==> config.mk <==
export PLATFORM = sky130hd
export DESIGN_NAME = sdram_rw_arbiter
export DESIGN_NICKNAME = d
export VERILOG_FILES = /design/src/rtl/sdram_rw_arbiter.sv
export SDC_FILE = /design/constraint.sdc
export NUM_CORES = 1
export LEC_CHECK = 0
export ABC_AREA = 1
export CORE_ASPECT_RATIO = 2
export CORE_UTILIZATION = 25
export DETAILED_ROUTE_END_ITERATION = 6
export SLEW_MARGIN = 15
export SYNTH_ARGS = -nofsm -noshare
export SYNTH_HDL_FRONTEND = slang
export SYNTH_SLANG_ARGS = --single-unit
export TNS_END_PERCENT = 5
==> constraint.sdc <==
create_clock -name sclk -period 3 [get_ports sclk]
set_clock_uncertainty 0.2 [all_clocks]
set_input_delay 0.3 -clock sclk [delete_from_list [all_inputs] [get_ports sclk]]
set_output_delay 0.3 -clock sclk [all_outputs]
set_load 0.005 [all_outputs]
==> src/rtl/sdram_rw_arbiter.sv <==
// Arbitrates SDRAM write/read bursts across CH_NUM FIFO channel pairs, each owning a
// circular region of 2^REG_W words. Writes have priority over reads; channels are served round-robin.
module sdram_rw_arbiter #(
    parameter  int CH_NUM      = 2,
    parameter  int CNT_W       = 10,
    parameter  int BURST_LEN   = 256,
    parameter  int RFIFO_DEPTH = 512,
    parameter  int REG_W       = 16,
    localparam int CH_W        = (CH_NUM > 1) ? $clog2(CH_NUM) : 1,
    localparam int ADDR_W      = CH_W + REG_W
) (
    input  logic                    sclk,
    input  logic                    s_rst_n,
    input  logic [CH_NUM*CNT_W-1:0] wfifo_usedw,
    input  logic [CH_NUM*CNT_W-1:0] rfifo_usedw,
    input  logic                    cmd_done,
    output logic                    wr_trig,
    output logic                    rd_trig,
    output logic [CH_W-1:0]         trig_ch,
    output logic [ADDR_W-1:0]       trig_addr,
    output logic                    busy,
    output logic [CH_NUM-1:0]       rfifo_rd_ready,
    output logic [CH_NUM-1:0]       ovf
);

    localparam int NB     = (2 ** REG_W) / BURST_LEN;
    localparam int FILL_W = $clog2(NB + 1);

    // One extra bit so that limits equal to 2^CNT_W still compare correctly.
    localparam logic [CNT_W:0]    BURST_CMP  = (CNT_W + 1)'(BURST_LEN);
    localparam logic [CNT_W:0]    RD_LIMIT   = (CNT_W + 1)'(RFIFO_DEPTH - BURST_LEN);
    localparam logic [REG_W-1:0]  BURST_STEP = REG_W'(BURST_LEN);
    localparam logic [FILL_W-1:0] FILL_MAX   = FILL_W'(NB);

    typedef enum logic [1:0] {IDLE, WR, RD} state_t;

    state_t              state, state_next;
    logic [REG_W-1:0]    wr_ptr [CH_NUM];
    logic [REG_W-1:0]    rd_ptr [CH_NUM];
    logic [FILL_W-1:0]   fill   [CH_NUM];
    logic [CH_W-1:0]     wr_rr, rd_rr;
    logic [CH_NUM-1:0]   wr_req, rd_req, rd_seen;
    logic [CH_W-1:0]     wr_pick, rd_pick, grant_ch, grant_ch_inc;
    logic                grant_wr, grant_rd;
    logic [ADDR_W-1:0]   grant_addr;

    // First requesting channel at or after start, wrapping around.
    function automatic logic [CH_W-1:0] rr_pick(input logic [CH_NUM-1:0] req,
                                                input logic [CH_W-1:0]   start);
        logic [CH_W-1:0] pick;
        int              idx;
        pick = start;
        for (int k = CH_NUM - 1; k >= 0; k--) begin
            idx = (int'(start) + k) % CH_NUM;
            if (req[idx]) pick = CH_W'(idx);
        end
        return pick;
    endfunction

    always_comb begin
        // NOTE: every always_comb output gets a default first so no path infers a latch.
        wr_req = '0;
        rd_req = '0;
        for (int i = 0; i < CH_NUM; i++) begin
            wr_req[i] = {1'b0, wfifo_usedw[i*CNT_W +: CNT_W]} >= BURST_CMP;
            rd_req[i] = (fill[i] != '0) && ({1'b0, rfifo_usedw[i*CNT_W +: CNT_W]} <= RD_LIMIT);
        end
    end

    assign wr_pick = rr_pick(wr_req, wr_rr);
    assign rd_pick = rr_pick(rd_req, rd_rr);

    always_comb begin
        state_next = state;
        grant_wr   = 1'b0;
        grant_rd   = 1'b0;
        grant_ch   = '0;
        case (state)
            IDLE: begin
                if (|wr_req) begin
                    state_next = WR;
                    grant_wr   = 1'b1;
                    grant_ch   = wr_pick;
                end else if (|rd_req) begin
                    state_next = RD;
                    grant_rd   = 1'b1;
                    grant_ch   = rd_pick;
                end
            end
            WR, RD:  if (cmd_done) state_next = IDLE;
            default: state_next = IDLE;
        endcase
    end

    assign grant_addr   = {grant_ch, grant_wr ? wr_ptr[grant_ch] : rd_ptr[grant_ch]};
    assign grant_ch_inc = CH_W'((int'(grant_ch) + 1) % CH_NUM);

    always_ff @(posedge sclk) begin
        // NOTE: sequential state uses non-blocking assignments so all registers update together.
        if (!s_rst_n) state <= IDLE;
        else          state <= state_next;
    end

    always_ff @(posedge sclk) begin
        if (!s_rst_n) begin
            wr_trig        <= 1'b0;
            rd_trig        <= 1'b0;
            busy           <= 1'b0;
            trig_ch        <= '0;
            trig_addr      <= '0;
            wr_rr          <= '0;
            rd_rr          <= '0;
            rd_seen        <= '0;
            rfifo_rd_ready <= '0;
            ovf            <= '0;
            // NOTE: these per-channel arrays are small flop banks, not RAM, so resetting them is cheap and required.
            for (int i = 0; i < CH_NUM; i++) begin
                wr_ptr[i] <= '0;
                rd_ptr[i] <= '0;
                fill[i]   <= '0;
            end
        end else begin
            wr_trig <= grant_wr;
            rd_trig <= grant_rd;
            if (grant_wr || grant_rd) begin
                busy      <= 1'b1;
                trig_ch   <= grant_ch;
                trig_addr <= grant_addr;
            end
            if (grant_wr) wr_rr <= grant_ch_inc;
            if (grant_rd) rd_rr <= grant_ch_inc;

            if (state == WR && cmd_done) begin
                busy            <= 1'b0;
                wr_ptr[trig_ch] <= wr_ptr[trig_ch] + BURST_STEP;
                // A full region drops its oldest burst to make room.
                if (fill[trig_ch] == FILL_MAX) begin
                    rd_ptr[trig_ch] <= rd_ptr[trig_ch] + BURST_STEP;
                    ovf[trig_ch]    <= 1'b1;
                end else begin
                    fill[trig_ch] <= fill[trig_ch] + FILL_W'(1);
                end
            end

            if (state == RD && cmd_done) begin
                busy             <= 1'b0;
                rd_ptr[trig_ch]  <= rd_ptr[trig_ch] + BURST_STEP;
                fill[trig_ch]    <= fill[trig_ch] - FILL_W'(1);
                rd_seen[trig_ch] <= 1'b1;
            end

            for (int i = 0; i < CH_NUM; i++) begin
                if (rd_seen[i] && ({1'b0, rfifo_usedw[i*CNT_W +: CNT_W]} >= BURST_CMP))
                    rfifo_rd_ready[i] <= 1'b1;
            end
        end
    end

endmodule

* Yosys cells after proc, flatten, opt, wreduce, memory -nomap -nowiden
Memories as Yosys holds them, arrays and structs flattened. A register that Yosys moved wholly into a read port is not among the register bits.
Index checks and enable logic that the tools add are counted.
** Storage, ports and cells
- Word-level logic and storage cells :: 127
- Bits of input ports :: 43
- Memories :: 3
- Bits in registers :: 31
- Memory bits (writable) :: 82
- Output and inout bits :: 25
** Memories
- rd_ptr :: words 2, bits a word 16, rd ports 2, clocked after Yosys merged registers in 1, write ports 2, RTL line 39 : logic [REG_W-1:0] rd_ptr [CH_NUM];
- wr_ptr :: words 2, bits a word 16, rd ports 2, clocked after Yosys merged registers in 1, write ports 2, RTL line 38 : logic [REG_W-1:0] wr_ptr [CH_NUM];
- fill :: words 2, bits a word 9, rd ports 3, clocked after Yosys merged registers in 1, write ports 2, RTL line 40 : logic [FILL_W-1:0] fill [CH_NUM];
** Operators by class
- Reductions and logical operators :: 20
- Order comparisons :: 12
- Bitwise operators :: 7
- $add $sub $neg :: 7
- Multiplexer cells :: 61
- Eq/ne operators :: 5
** Operators with widths (count)
- 2-to-1 mux 16 bit :: 4
- 2-to-1 mux 1 bit :: 50
- >= comparator 10 x 9 -> 1 bit, second input constant :: 4
- adder 16 x 9 -> 16 bit, second input constant :: 2
- OR reduction 16 bit :: 2
- less-or-equal comparator 10 x 9 -> 1 bit, second input constant :: 2
- 2-to-1 mux 9 bit :: 2
- nonzero test 9 bit :: 2
- adder 9 x 1 -> 9 bit, second input constant :: 1
- equality test 9 bit, second input constant :: 1
- OR reduction 9 bit :: 1
- subtractor 9 x 1 -> 9 bit, second input constant :: 1
- logical AND 1 bit :: 7
- < comparator 1 x 2 -> 1 bit, second input constant :: 3
- < comparator 2 x 3 -> 1 bit, second input constant :: 2
- 2-to-1 mux 2 bit :: 3
- OR reduction 2 bit :: 3
- bitwise OR 2 bit :: 2
- case mux 2 bit (2 select lines) :: 1
- AND reduction 2 bit :: 2
- adder 1 bit, second input constant :: 3
- != test 3 bit, second input constant :: 1
- OR reduction 3 bit :: 1
- bitwise AND 1 bit, first input constant :: 2
- other kinds (9) :: 10

* Depth between registers and ports, before layout
Gate-level depths: netlist of run 1.
- Word-level depth :: 12
- Mapped depth :: 14
- Gate-level depth less buffers :: 13

* Worst setup path before layout of run 1
No wires, ideal clock.
- Path type :: flip-flop to flip-flop
- Start point :: register state[0]
- End point :: memory fill[0][6] (netlist bit) (data pin)
- Data arrival time :: 2.340 ns
- Cell stages (with the launch flop) :: 13
- Clock period less this slack :: 2.798 ns
- Slack :: 0.202 ns
- Library setup time :: 0.258 ns
- Path through :: dfxtp_1 inv_1 ha_1 nand2_1 nor2_1 inv_1 fa_1 o21ai_0 a21oi_1 nor2_1 nor2_1 xor2_1 nor2_1
** RTL lines
- start, declared :: RTL line 37 : state_t state, state_next;
- start signal, assigned :: RTL line 101 : else state <= state_next;
- end, declared :: RTL line 40

==> results of run 1 <==
## per-layer routing
layer	share of wire [%]	global-route usage, %
met1	40	14.1
met4	2.7	6.02
met2	54	24.1
met3	3.3	2.32
met5	0	0
## synth_stat cells (all sizes together), types with 3 or more instances
master / count / area, um2
nor2: 125 / 472
ha: 12 / 150
buf: 14 / 87.6
clkbuf: 17 / 63.8
nand2: 139 / 527
a21oi: 14 / 70.1
nand4: 4 / 25.0
dfxtp: 31 / 621
or2: 3 / 18.8
nor3: 3 / 25.0
nand3: 90 / 450
inv: 141 / 529
o21ai: 66 / 338
xnor2: 6 / 52.6
xor2: 14 / 123
edfxtp: 82 / 2460
## cells by family (layout without fill, tap and decap cells)
logic type,after synthesis,after routing,share of synthesized area [%]
compound gates,84,84,7.18
xor+xnor,20,20,2.88
flops,113,113,50.7
fa+ha+maj,13,13,2.80
simple gates,365,365,25.1
buf+inv,174,251,11.3
## state kept, by name (all words and copies together) (netlist names), 2 cells and up, named ones only
name / flops
trig_addr: 16
fill: 18
rd_ptr: 32
rfifo_rd_ready: 2
wr_ptr: 32
rd_seen: 2
ovf: 2
state: 2
## final timing paths
path | from | to
worst min register to register | ovf[1] | ovf[1]
worst max register to register | register | rd_ptr[0][14]
worst min-delay path | ovf[1] | ovf[1]
worst max-delay path | register | rd_ptr[0][14]
## area by class of cell
cell class	count	area, um2	area share [%]
flip-flops and latches	113	3080	40.5
multi-input cells	482	2310	30.3
repair buffers	76	723	9.49
inverters	143	537	7.05
clock buffers	18	450	5.91
well taps	287	359	4.71
clock inverters	14	155	2.04
## critical path, delay by kind of cell, from the launching register on
| family | cells | cell delay (ps) |
|---|---|---|
| buffers and inverters | 3 | 730 |
| DFF | 1 | 500 |
| and+or+nand+nor | 3 | 470 |
| AOI/OAI and AO/OA | 1 | 250 |
| adders and majority gates | 1 | 200 |
| xor gates and xnor gates | 1 | 140 |
## metrics by stage
step	area, um2	utilization [%]	instances	setup WS [ps]
2_1_floorplan	6080	-	769	202
3_3_place_gp	7010	29.4	1101	64.0
3_5_place_dp	7010	29.4	1101	56.4
4_1_cts	7620	32.0	1133	232
5_1_grt	7620	32.0	1133	0.341
6_report	7620	32.0	1133	239
## power by group through the flow
stage / Clock (W) / Sequential [W] / Combinational [W]
finish: 0.00203 / 0.00184 / 0.000828
global route: 0.00213 / 0.00185 / 0.000928
CTS: 0.00206 / 0.00184 / 0.000836
detailed placement: 0 / 0.00187 / 0.000832
global placement: 0 / 0.00187 / 0.000825
floorplan: 0 / 0.00185 / 0.000504
==> metrics.yaml, run 1 <==
status: "complete, but fails checks"
violations: "DRC"
ys.flop_type: "edfxtp_1"
worstSetupPathType: "register to register"
grt_use_total_pct: 13.0
cp_common_cell: "inv_1"
max_freq_mhz: 362
setup_viol: 0
num_rows: 80
initial_core_util_pct: 25.5
antenna_left: 0
swShare_pct: 28.1
cts_buffers: 17
grt_max_degree: 65
core_mm2: 0.0238
cts-resized-gates: 0
synth-async-reset-ratio_pct: 0
tightest_slew_ps: 600
p_comb_share_pct: 17.6
peakVddDrop_mv: 0.270
required_ps: 2960
wl_per_cell_um: 13.8
gp_congestion: 0.869
die_h_um: 223
grt_pass1_wl_mm: 24.6
p_switching_w: 0.00132
first_pass_iters: 7
fin_setup_tns_ps: 0
finalHoldViolations: 0
pwr-share-clk_pct: 43.3
most-common-layout-cells: "137 x nand2_1, 136 x inv_1, 123 x nor2_1"
wirelength_mm: 15.6
cts_buffer_depth: 2
clock-sinks: 113
intPower_w: 0.00338
clk-insertion-delay-late_ps: 410
power_density_mw_per_mm2: 616
slowest_stage: "buf_4"
viasPerCell: 4.43
drt_drc_violations_left: 5
path_clk_slew_ps: 60
ys_seq_area_share_pct: 50.7
final_common_cell: "nand2_1"
drv_slew: 0
hpwl_mm: 10.9
ys_ff_latch: 113
synth_edf_count: 82
crit_fanout: 64
holdWs_ps: 244
num_antenna_cells: 0
dieArea_mm2: 0.0250
cp_slowest_stage_delay_ps: 560
critPathLaunchType: "register"
area_growth_pct: 25.3
avgSynthCellArea_um2: 7.90
antenna_found_initial: 0
worstSetupEndpointType: "register"
cts_setup_buffers: 0
syn_nets: 825
p_leak_nw: 3.37
crit_chain: "buf_4, o21ai_0, inv_1, ha_1, nand3_1, nor3_1, xor2_1, nand2_1, inv_1"
cp.arrival_ps: 2730
drtIter0Drc: 303
place.port_buffers: 51
vias: 5019
synth_cell_types: 31
htree_levels: 4
finalPower_w: 0.00470
tritoncts: "yes"
synthCells: 769
layout-drive-gt1-share_pct: 8.39
worstHoldPathType: "register to register"
num-nets-final: 889
n_fill_cell: 2511
pwr-share-seq_pct: 39.1
syn_area_mm2: 0.00608
fin_crit_ps: 2760
worstHoldPathCells: 2
r2r_cells: 9
rrSetupSlack_ps: 240
io_pins: 68
cts-root-buf: "clkbuf_16"
grt-ovfl-total: 0
fp.dieW_um: 112
slew_headroom_pct: 60.0
drv_cap: 0
post-route-period-util_pct: 92.0
cts_hold_buf: 0
yosys_warnings: 0
rsz0062_at_grt: "no"
grt_pass1_vias: 4866
No activity file was read; power rests on OpenSTA's default activity.
==> inputs of run 2 (changes only) <==
CORE_MARGIN = 3   (was default)
GPL_TIMING_DRIVEN = 0   (was default)
==> metrics.yaml, run 2 (synthesized netlist as in run 1, its figures left out) <==
status: "finished clean"
viasPerCell: 4.44
intPower_w: 0.00346
holdWs_ps: 255
finalHoldViolations: 0
post-route-period-util_pct: 94.3
worstHoldPathCells: 2
num_rows: 80
final_common_cell: "inv_1"
area_growth_pct: 25.7
n_fill_cell: 2478
hpwl_mm: 12.7
cts_hold_buf: 0
p_leak_nw: 3.39
p_comb_share_pct: 17.5
antenna_left: 0
slowest_stage: "dfxtp_1"
grt_pass1_vias: 5094
cts_buffers: 17
drt_drc_violations_left: 0
num-nets-final: 900
swShare_pct: 27.0
p_switching_w: 0.00128
required_ps: 2850
fp.dieW_um: 116
cp_slowest_stage_delay_ps: 430
cp_common_cell: "nand2_1"
io_pins: 68
core_mm2: 0.0239
cp.arrival_ps: 2680
slew_headroom_pct: 54.7
r2r_cells: 12
cts-root-buf: "clkbuf_16"
tritoncts: "yes"
clock-sinks: 113
grt_use_total_pct: 13.2
r2r_end: "rd_ptr[0][1]"
worstHoldPathType: "register to register"
initial_core_util_pct: 25.4
tightest_slew_ps: 679
drtIter0Drc: 280
most-common-layout-cells: "136 x inv_1, 133 x nand2_1, 123 x nor2_1"
worstSetupEndpointType: "register"
cts_buffer_depth: 2
fin_setup_tns_ps: 0
wirelength_mm: 16.6
first_pass_iters: 4
crit_chain: "inv_2, or2_1, o21ai_1, nand2_1, nor3_2, nand2_1, nor3_2, nand2_1, nand2_1, inv_2, buf_6, nand2_2"
num_antenna_cells: 0
setup_viol: 0
peakVddDrop_mv: 0.356
place.port_buffers: 51
dieArea_mm2: 0.0263
drv_cap: 0
rrSetupSlack_ps: 170
path_clk_slew_ps: 60
max_freq_mhz: 353
hp-start: "ovf[0]"
gp_congestion: 0.897
layout-drive-gt1-share_pct: 7.47
min_delay_worst_endpoint: "ovf[0]"
pwr-share-seq_pct: 38.6
antenna_found_initial: 0
grt_pass1_wl_mm: 26.2
crit_fanout: 16
power_density_mw_per_mm2: 621
pwr-share-clk_pct: 43.9
fin_crit_ps: 2830
vias: 5085
drv_slew: 0
htree_levels: 4
grt_max_degree: 17
wl_per_cell_um: 14.5
largestRegisters: "rd_ptr: 32 flops, wr_ptr: 32 flops, fill: 18 flops"
clk-insertion-delay-late_ps: 410
worstSetupPathType: "register to register"
die_h_um: 227
grt-ovfl-total: 0
critPathLaunchType: "register"
[run 2: cell count changes in the layout (fill, tap and decap cells not counted), sizes merged]
cell	change
clkinv	-3
clkbuf	+27
buf	-6
bufinv	-2
clkinvlp	-5
[run 2: worst max path at each step]
stage	endpoint	start	slack (ps)	cells past startpoint
detailed placement	fill[0][6]	s_rst_n	-810	12
CTS	fill[0][6]	s_rst_n	30	12
finish	rd_ptr[0][1]	register	170	12
global route	rd_ptr[0][1]	register	-10	12
global placement	fill[1][6]	s_rst_n	-830	12
floorplan	fill[0][6]	state[0]	200	12
[run 2: through the flow]
stage,worst slack [ps],utilization (%),cells,cell area [um2],power [W]
after floorplan,202,-,769,6080,0.00236
after global placement,-827,29.0,1107,6950,0.00268
after detailed placement,-807,29.0,1107,6950,0.00269
after CTS,27.9,31.7,1139,7590,0.00478
after global routing,-11.6,31.9,1144,7640,0.00495
final,170,31.9,1144,7640,0.00474
[run 2: power groups by stage]
stage               sequential (W)  clock, W  combinational [W]
finish                     0.00183   0.00208           0.000830
global route               0.00184   0.00217           0.000937
CTS                        0.00183   0.00211           0.000836
detailed placement         0.00186         0           0.000830
floorplan                  0.00185         0           0.000504
global placement           0.00186         0           0.000823
[run 2: critical path: cells and delay by family, from the launching register on]
kind	cells	cell delay, ps
AND/OR/NAND/NOR	8	1330
AO/OA/AOI/OAI	1	130
buffers and inverters	3	370
flip-flops	1	430
[run 2: layout make-up]
class | instances | area (um2) | area share (%)
Sequential cell | 113 | 3080 | 40.4
Multi-Input combinational cell | 482 | 2330 | 30.5
Clock buffer | 28 | 603 | 7.90
Timing Repair Buffer | 56 | 548 | 7.17
Inverter | 143 | 537 | 7.03
Tap cell | 287 | 359 | 4.70
Buffer | 31 | 153 | 2.00
Clock inverter | 4 | 26.3 | 0.344
[run 2: routing by layer]
metal	wire length, um	track usage (%)
met1	6050	13.1
met2	9490	25.4
met3	565	2.22
met4	518	6.18
met5	0	0
[run 2: repair_timing]
action | in CTS | in global routing
pin swaps | 0 | 1
gates resized for setup | 4 | 6
endpoints found under the setup margin | 48 | 42
endpoints found under the hold margin | 0 | 0
buffers inserted | 0 | 5
==> variant: new RTL, config.mk and constraints of run 2 <==
`CH_NUM`: 2 -> 4.
--- a/src/rtl/sdram_rw_arbiter.sv
+++ b/src/rtl/sdram_rw_arbiter.sv
@@ -1,7 +1,7 @@
 // Arbitrates SDRAM write/read bursts across CH_NUM FIFO channel pairs, each owning a
 // circular region of 2^REG_W words. Writes have priority over reads; channels are served round-robin.
 module sdram_rw_arbiter #(
-    parameter  int CH_NUM      = 2,
+    parameter  int CH_NUM      = 4,
     parameter  int CNT_W       = 10,
     parameter  int BURST_LEN   = 256,
     parameter  int RFIFO_DEPTH = 512,
Ports: changed (6 resized); port bits go from 68 to 114. No check against the original RTL was run, so the function may have changed too.
==> variant against run 2 <==
The flow now finishes with violations (setup timing). Combinational power rose to 8.1 times the old value. Sequential cell count increased by 92. Synthesized area grew 86%. Clock power up 11%. Count of clock-buffer cells in the layout stayed put. Cell area up 91%. Wire length grew to 2.6 times the old value. Synthesized cell count increased by 83%. Sequential power rose by 94%. Total power grew to 2.7 times the old value. Maximum frequency is 7.0% lower. Setup slack got worse by 0.21 ns. Die area rose by 82%. Critical endpoint is now trig_addr[14]$_SDFFE_PN0N_. Largest cell class unchanged. Highest routed layer unchanged.
==> variant: results (changes against run 2) <==
[outcome]
status=complete, but fails checks
failed_checks=setup timing

[synth]
synthesis.nets=1500  ; +82%
synthDistinctLibCells=46  ; +48%
synth_commonest_cells=sky130_fd_sc_hd__nand2_1, sky130_fd_sc_hd__nor2_1, sky130_fd_sc_hd__edfxtp_1

[sta]
setup_viol=7  ; +7
hold_slack_ns=0.0750  ; -0.180 ns
fmax_ghz=0.329  ; -7.0%
fin_tns_setup_ns=-0.0935  ; -0.0935 ns
fin_ws_ns=-0.0413  ; -0.211 ns

[final_layout]
drive_above_1_share=0.167  ; +0.0920
final.fill_count=4644  ; +87%
layout_top_registers=rd_ptr: 64 flops, wr_ptr: 64 flops, fill: 36 flops
finalNetCount=1651  ; +83%

[clocking]
clockBufferDepth=3  ; +1

[place]
port_buffers=80  ; +57%
globalplace.congestion=0.938  ; +4.6%
post-place-cells=2040  ; +84%

[detailed_routing]
dr_total_vias=10716  ; +110%
met2_wirelength_um=23000  ; +140%
dr.first_iter.drc_count=924  ; +230%
avgRoutedWirePerCell_um=20.6  ; +42%

[worst_setup_path]
cp_slowest_cell=sky130_fd_sc_hd__edfxtp_1

[grt]
number_of_global_route_vias_before_repair=10492  ; +110%
grt_pass1_wl_um=62300  ; +140%
global_route.usage.total=0.174  ; +0.0422

[power_and_ir_drop]
p_leak_nw=6.01  ; +77%

[worst_hold_path]
worst_hold_path_type=input pin to flop

variant: cell type report:
class,instances,share of cell area
multi-input cells,962,0.349
repair buffers,128,0.0899
inverters,171,0.0445
plain buffers,68,0.0365
flip-flops and latches,205,0.395
well taps,555,0.0476
clock buffers,28,0.0363
clock inverters,4,0.00112
variant: power breakdown:
group	leakage, nW	internal (mW)	switching, mW
sequential	2.03	3.35	0.199
clock	0.265	1.22	1.09
combinational	3.72	2.44	4.29
variant: kinds of logic (layout without fill, tap and decap cells):
logic type	Yosys count	count (layout)	synth area share
fa+ha+maj	13	13	0.0151
simple gates	727	729	0.272
xor+xnor	11	11	0.0105
buf+inv	239	399	0.0898
compound gates	209	209	0.104
flops	205	205	0.508
variant: worst paths after layout:
path / from / endpoint / cells after the start
worst max-delay path: fill[1][0]$_SDFFCE_PN0P_ / trig_addr[14]$_SDFFE_PN0N_ / 19
worst min-delay path: s_rst_n / wr_rr[0]$_SDFFE_PN0P_ / 3
worst max register to register: fill[1][0]$_SDFFCE_PN0P_ / trig_addr[14]$_SDFFE_PN0N_ / 19
worst min register to register: rfifo_rd_ready[1]$_SDFFE_PN0P_ / rfifo_rd_ready[1]$_SDFFE_PN0P_ / 2
variant: per-stage QoR:
step,cell area [µm²],setup WS [ns],utilization
floorplan,11300,0.118,-
global placement,12800,-1.26,0.288
detailed placement,12800,-1.26,0.288
CTS,13800,-0.0559,0.311
global route,14600,-0.104,0.328
finish,14600,-0.0413,0.328
variant: timing repair:
item | 4_1_cts | 5_1_grt
setup buffers | 13 | 31
pin swaps | 14 | 43
setup endpoints to repair | 308 | 182
resized for setup | 83 | 121
cloned | 1 | 4
variant: metal layers:
layer | vias up | track usage
met3 | 197 | 0.0215
li1 | 4907 | -
met4 | 0 | 0.144
met2 | 559 | 0.327
met1 | 5053 | 0.162
met5 | - | 0
